==> config.mk <==
export PLATFORM = sky130hd
export DESIGN_NAME = lfo_gen
export DESIGN_NICKNAME = d
export VERILOG_FILES = /design/src/rtl/lfo_gen.sv
export SDC_FILE = /design/constraint.sdc
export NUM_CORES = 1
export LEC_CHECK = 0
export CORE_UTILIZATION = 44
export DETAILED_ROUTE_END_ITERATION = 10
export PLACE_DENSITY_LB_ADDON = 0.15
export SLEW_MARGIN = 5
export SYNTH_ARGS = -nofsm -noshare
export SYNTH_HDL_FRONTEND = slang
export SYNTH_SLANG_ARGS = --single-unit
export TNS_END_PERCENT = 20
==> constraint.sdc <==
create_clock -name clk -period 3.7 [get_ports clk]
set_clock_uncertainty 0.2 [all_clocks]
set_input_delay 0.37 -clock clk [delete_from_list [all_inputs] [get_ports clk]]
set_output_delay 0.37 -clock clk [all_outputs]
set_load 0.05 [all_outputs]
==> src/rtl/lfo_gen.sv <==
// Low-frequency oscillator: programmable-rate stepping of a WIDTH-bit value
// with ramp / triangle / sawtooth / square waveforms.
// Optional one-pole smoothing of the output is enabled by defining LFO_SMOOTH_EN.
//
// Handshake note: there is no valid/ready traffic here. clk_3MHz_en is a
// qualifier pulse, sync is a level sampled on every clk edge, and tick is a
// one-clk strobe marking the cycle a new raw value first appears on out.
module lfo_gen #(
   parameter int WIDTH        = 8,
   parameter int DIV_W        = 15,
   parameter int SMOOTH_SHIFT = 3
) (
   input  logic             clk,
   input  logic             rst,
   input  logic             clk_3MHz_en,
   input  logic [1:0]       mode,
   input  logic [DIV_W-1:0] rate,
   input  logic             dir_en,
   input  logic             sync,
   output logic [WIDTH-1:0] out,
   output logic             tick,
   output logic             at_min,
   output logic             at_max
);

   localparam logic [1:0] MODE_RAMP   = 2'b00;
   localparam logic [1:0] MODE_TRI    = 2'b01;
   localparam logic [1:0] MODE_SAW    = 2'b10;
   localparam logic [1:0] MODE_SQUARE = 2'b11;

   localparam logic [WIDTH-1:0] MAX_VAL = {WIDTH{1'b1}};
   localparam logic [WIDTH-1:0] ONE_VAL = {{(WIDTH-1){1'b0}}, 1'b1};

   logic [DIV_W-1:0] presc;
   logic [WIDTH-1:0] raw;
   logic [WIDTH-1:0] raw_next;
   logic             dir_down;
   logic             dir_next;
   logic             tri_down;
   logic             step;

   // A step fires on an enable once the prescaler has reached (or passed) the rate.
   assign step = clk_3MHz_en && (presc >= rate);

   // Waveform next-value and triangle direction, evaluated every cycle.
   always_comb begin
      raw_next = raw;
      dir_next = dir_down;
      // Extremes force the triangle direction so a mode change into TRIANGLE
      // at either rail never tries to step past it.
      tri_down = (raw == MAX_VAL) || ((raw != '0) && dir_down);
      case (mode)
         MODE_RAMP: begin
            if (!dir_en) begin
               if (raw != MAX_VAL) raw_next = raw + ONE_VAL;
            end else begin
               if (raw != '0) raw_next = raw - ONE_VAL;
            end
         end
         MODE_TRI: begin
            if (tri_down) begin
               raw_next = raw - ONE_VAL;
               dir_next = (raw != ONE_VAL);
            end else begin
               raw_next = raw + ONE_VAL;
               dir_next = (raw == (MAX_VAL - ONE_VAL));
            end
         end
         MODE_SAW: begin
            raw_next = raw + ONE_VAL;
         end
         MODE_SQUARE: begin
            raw_next = (raw == '0) ? MAX_VAL : '0;
         end
         default: begin
            raw_next = raw;
         end
      endcase
   end

   // Prescaler, raw value, direction flag and tick strobe.
   always_ff @(posedge clk or posedge rst) begin
      if (rst) begin
         presc    <= '0;
         raw      <= '0;
         dir_down <= 1'b0;
         tick     <= 1'b0;
      end else if (sync) begin
         presc    <= '0;
         raw      <= '0;
         dir_down <= 1'b0;
         tick     <= 1'b0;
      end else begin
         tick <= step;
         if (clk_3MHz_en) begin
            presc <= step ? '0 : presc + {{(DIV_W-1){1'b0}}, 1'b1};
         end
         if (step) begin
            raw      <= raw_next;
            dir_down <= dir_next;
         end
      end
   end

   assign at_min = (raw == '0);
   assign at_max = (raw == MAX_VAL);

`ifdef LFO_SMOOTH_EN
   localparam int ACC_W = WIDTH + SMOOTH_SHIFT;

   logic [ACC_W-1:0] acc;

   // One-pole low-pass of raw, updated on every enable; steady state acc>>SHIFT == raw.
   always_ff @(posedge clk or posedge rst) begin
      if (rst) begin
         acc <= '0;
      end else if (sync) begin
         acc <= '0;
      end else if (clk_3MHz_en) begin
         acc <= acc + {{SMOOTH_SHIFT{1'b0}}, raw} - (acc >> SMOOTH_SHIFT);
      end
   end

   assign out = acc[ACC_W-1:SMOOTH_SHIFT];
`else
   assign out = raw;
`endif

endmodule

==> impl_metrics.prom <==
# TYPE chip_impl_metric gauge
chip_impl_metric{name="yosys_register_bits",unit=""} 25
chip_impl_metric{name="synthSimpleGateAreaFrac",unit="%"} 24.0
chip_impl_info{name="hold_path_startpoint",value="presc[14]"} 1
chip_impl_metric{name="synth_sequential_area_ratio",unit="%"} 28.0
chip_impl_info{name="outcome",value="finished, final reports clean"} 1
chip_impl_metric{name="gp_congestion",unit=""} 0.866
chip_impl_metric{name="synth_async_sr_flop_share",unit="%"} 100
chip_impl_metric{name="cp.buffers_inverters",unit=""} 3
chip_impl_metric{name="fp.dieArea",unit="sq um"} 5360
chip_impl_info{name="hold_crit_path_type",value="reg2reg"} 1
chip_impl_metric{name="synth_fa_ha_area_share",unit="%"} 11.8
chip_impl_metric{name="cts_max_path_buffers",unit=""} 2
chip_impl_info{name="crit_path_max_delay_cell_type",value="sky130_fd_sc_hd__clkdlybuf4s50_1"} 1
chip_impl_metric{name="avgViaCountPerCell",unit=""} 5.45
chip_impl_info{name="synth.largest_area_cell",value="sky130_fd_sc_hd__dfrtp_1"} 1
chip_impl_info{name="critical_path_class",value="reg2out"} 1
chip_impl_metric{name="area_growth",unit="%"} 17.7
chip_impl_metric{name="drv_cap",unit=""} 0
chip_impl_metric{name="number_of_global_route_vias_before_repair",unit=""} 1775
chip_impl_metric{name="setup_viol",unit=""} 0
chip_impl_metric{name="filler_cell_count",unit=""} 479
chip_impl_metric{name="cp.required",unit="ns"} 3.13
chip_impl_metric{name="synth-xor-area-share",unit="%"} 7.84
chip_impl_metric{name="1st_pass_router_iterations",unit=""} 4
chip_impl_metric{name="core",unit="sq um"} 4820
chip_impl_metric{name="cts.repair.resized",unit=""} 0
chip_impl_info{name="dominant_combinational_cell_family_by_area_after_synthesis",value="simple AND/OR/NAND/NOR gates"} 1
chip_impl_metric{name="cts.sinks",unit=""} 25
chip_impl_metric{name="buffer_ports.inserted",unit=""} 32
chip_impl_metric{name="drive_above_1_share",unit="%"} 5.41
chip_impl_info{name="worstPathCellList",value="inv_1 -> ha_1 -> nor3b_1 -> nand2_1 -> inv_1 -> clkdlybuf4s50_1"} 1
chip_impl_metric{name="die_w",unit="microns"} 73.2
chip_impl_info{name="tritoncts",value="built"} 1
chip_impl_metric{name="worst_slack_placed",unit="ns"} 0.733
chip_impl_metric{name="worstPathArrival",unit="ns"} 2.58
chip_impl_info{name="critPathLaunchType",value="flip-flop"} 1
chip_impl_metric{name="gr-total-overflow",unit=""} 0
chip_impl_info{name="mostFrequentLayoutCell",value="sky130_fd_sc_hd__clkdlybuf4s50_1"} 1
chip_impl_metric{name="drt_iter0_markers",unit=""} 114
chip_impl_info{name="setup_repair_after_global_routing_missed_its_margin",value="false"} 1
chip_impl_metric{name="worst-slew-pin-transition",unit="ns"} 0.921
chip_impl_metric{name="timing.critical_path.fanout_max",unit=""} 7
chip_impl_metric{name="synth-edff-count",unit=""} 0
chip_impl_metric{name="final.setup.tns",unit="ns"} 0
chip_impl_info{name="critical_r2r_launch",value="out[0]"} 1
chip_impl_metric{name="finalMaxSlewViolations",unit=""} 0
chip_impl_metric{name="yosys-mux-area-fraction",unit="%"} 2.24
chip_impl_info{name="final_cell_mix",value="sky130_fd_sc_hd__clkdlybuf4s50_1 (32), sky130_fd_sc_hd__nor2_1 (28), sky130_fd_sc_hd__inv_1 (25), sky130_fd_sc_hd__dfrtp_1 (25), sky130_fd_sc_hd__nand2_1 (22)"} 1
chip_impl_info{name="cpLargestDelayFamily",value="buffers and inverters"} 1
chip_impl_metric{name="drt_wl_total",unit="microns"} 5080
chip_impl_metric{name="number_of_nets_in_the_finished_design",unit=""} 340
chip_impl_metric{name="io-pin-count",unit=""} 33
chip_impl_info{name="ys_top_cells_by_area",value="sky130_fd_sc_hd__dfrtp_1 (28%), sky130_fd_sc_hd__ha_1 (12%), sky130_fd_sc_hd__xor2_1 (5.1%), sky130_fd_sc_hd__nor2_1 (4.7%), sky130_fd_sc_hd__inv_1 (4.2%)"} 1
chip_impl_metric{name="number_of_antenna_violations_at_the_first_check_in_global_routing",unit=""} 0
chip_impl_metric{name="syn_area",unit="sq um"} 2230
chip_impl_metric{name="initial_core_util",unit="%"} 46.4
chip_impl_metric{name="cts_hold_buf",unit=""} 0
chip_impl_info{name="critical_path_endpoint_category",value="primary output"} 1
chip_impl_metric{name="pin_count_of_the_biggest_net_entering_global_routing",unit=""} 26
chip_impl_metric{name="min_period_over_period",unit="%"} 85.0
chip_impl_metric{name="numCtsBuffers",unit=""} 3
chip_impl_info{name="crit_start",value="out[1]"} 1
chip_impl_metric{name="std_cell_rows",unit=""} 25
chip_impl_metric{name="cpPeakStageDelay",unit="ns"} 0.80
chip_impl_metric{name="final.setup.worst_slack",unit="ns"} 0.555
chip_impl_metric{name="multi_input_comb_area",unit="sq um"} 1440
chip_impl_metric{name="register_area",unit="sq um"} 626
chip_impl_info{name="critical-path-top-cell-by-count",value="sky130_fd_sc_hd__inv_1"} 1
chip_impl_metric{name="hold_viol_final",unit=""} 0
chip_impl_metric{name="dieHeight",unit="microns"} 73.2
chip_impl_metric{name="vdd_drop_max",unit="V"} 0.000207
chip_impl_metric{name="route.detailed.drc",unit=""} 0
chip_impl_metric{name="relSlewSlack",unit="%"} 38.5
chip_impl_metric{name="yosysUniqueCellTypes",unit=""} 51
chip_impl_metric{name="antenna_nets_post_route",unit=""} 0
chip_impl_metric{name="p_leak",unit="nW"} 1.17
chip_impl_metric{name="htree_num_levels",unit=""} 1
chip_impl_metric{name="detailedPlacementHpwl",unit="microns"} 3880
chip_impl_metric{name="grt_util_all_layers",unit="%"} 20.7
chip_impl_metric{name="first_pass_grt_wire_length",unit="microns"} 8520
chip_impl_metric{name="post_cts_buffers",unit=""} 0
chip_impl_metric{name="fin_crit",unit="ns"} 3.15
chip_impl_metric{name="vias",unit=""} 1980
chip_impl_metric{name="worstSkewPairLatency",unit="ns"} 0.27
chip_impl_metric{name="max_freq",unit="MHz"} 318
chip_impl_metric{name="synth_area_in_compound_gates",unit="%"} 18.8
chip_impl_metric{name="syn_avg_cell_area",unit="sq um"} 8.27
chip_impl_metric{name="insertedDiodeCount",unit=""} 0
chip_impl_info{name="root_buffer",value="sky130_fd_sc_hd__clkbuf_8"} 1
chip_impl_info{name="synth_top_flop_cell",value="sky130_fd_sc_hd__dfrtp_1"} 1
chip_impl_metric{name="post_synth_inst_count",unit=""} 270
chip_impl_metric{name="yosys_warnings",unit=""} 0
chip_impl_metric{name="clkSlewWorstSetupHoldPaths",unit="ns"} 0.09
chip_impl_metric{name="synth_top_area_share",unit="%"} 28.0
chip_impl_metric{name="cellPowerDensity",unit="nW/um^2"} 236
chip_impl_metric{name="avgRoutedWirePerCell",unit="microns"} 14.0
chip_impl_metric{name="syn_nets",unit=""} 313
cell usage after synthesis, types with 3 or more instances:
cell type and n:
sky130_fd_sc_hd__dfrtp_1 25, sky130_fd_sc_hd__inv_1 25, sky130_fd_sc_hd__a311oi_1 3, sky130_fd_sc_hd__nand2_1 22, sky130_fd_sc_hd__nand3_1 16, sky130_fd_sc_hd__a211oi_1 6, sky130_fd_sc_hd__nor3b_1 3, sky130_fd_sc_hd__mux2i_1 5
sky130_fd_sc_hd__a21oi_1 15, sky130_fd_sc_hd__clkbuf_1 5, sky130_fd_sc_hd__ha_1 21, sky130_fd_sc_hd__and3_1 3, sky130_fd_sc_hd__xor2_1 13, sky130_fd_sc_hd__nor2_1 28, sky130_fd_sc_hd__buf_4 4, sky130_fd_sc_hd__a31oi_1 3
sky130_fd_sc_hd__nor2b_1 4, sky130_fd_sc_hd__xnor2_1 7, sky130_fd_sc_hd__nor3_1 5, sky130_fd_sc_hd__o221ai_1 4, sky130_fd_sc_hd__nand4_1 7, sky130_fd_sc_hd__o21ai_0 7
cell families after synthesis:
family | Yosys count
simple gates | 103
compound gates | 59
buf+inv | 37
flops | 25
fa+ha+maj | 21
xor+xnor | 20
mux | 5
worst reg2reg max path, delay by kind of cell, from the launching register on:
kind,cells,cell delay (ns)
compound gates,3,0.70
simple gates,3,0.75
buf+inv,1,0.21
fa+ha+maj,1,0.37
flops,1,0.54
power breakdown:
group	switching [mW]	internal, mW	total [mW]
clock	0.0838	0.0753	0.159
sequential	0.0119	0.278	0.290
combinational	0.0968	0.0733	0.170
total	0.192	0.427	0.619
path summary, 6_finish.rpt:
kind / endpoint / slack (ns) / depth (start not counted)
setup / recovery: at_min / 0.55 / 6
hold / removal: presc[14] / 0.36 / 2
setup reg to reg: out[5] / 0.85 / 8
hold reg to reg: presc[14] / 0.36 / 2
max in group asynchronous: presc[6] / 2.32 / 2
min in group asynchronous: presc[13] / 0.40 / 2
registers in the layout, summed over array words and instances (netlist names):
register  flops
dir_down      1
out           8
presc        15
tick          1
layer usage:
| metal | up-vias | part of all wire, % | routed length (microns) | global-route usage, % |
|---|---|---|---|---|
| met5 | - | 0 | 0 | 0 |
| met4 | 0 | 0.32 | 16 | 2.61 |
| met3 | 2 | 5.1 | 261 | 3.31 |
| met2 | 52 | 42 | 2130 | 29.5 |
| met1 | 914 | 53 | 2670 | 33.1 |
| li1 | 1012 | - | - | - |
metrics by stage:
stage / cells / utilization, % / total power [mW] / instance area, sq um / hold slack [ns]
floorplan: 270 / - / 0.407 / 2230 / 0.197
global placement: 359 / 53.6 / 0.466 / 2580 / 0.331
detailed placement: 359 / 53.6 / 0.466 / 2580 / 0.345
CTS: 363 / 54.6 / 0.622 / 2630 / 0.369
global route: 363 / 54.6 / 0.659 / 2630 / 0.388
finish: 363 / 54.6 / 0.619 / 2630 / 0.364
cell type report:
cell class | count | share of cell area (%)
Tap cell | 67 | 3.19
Inverter | 25 | 3.57
Clock inverter | 1 | 0.190
Timing Repair Buffer | 34 | 12.8
Multi-Input combinational cell | 208 | 54.9
Sequential cell | 25 | 23.8
Clock buffer | 3 | 1.57
Note: power is estimated with default switching activity, not from simulation.
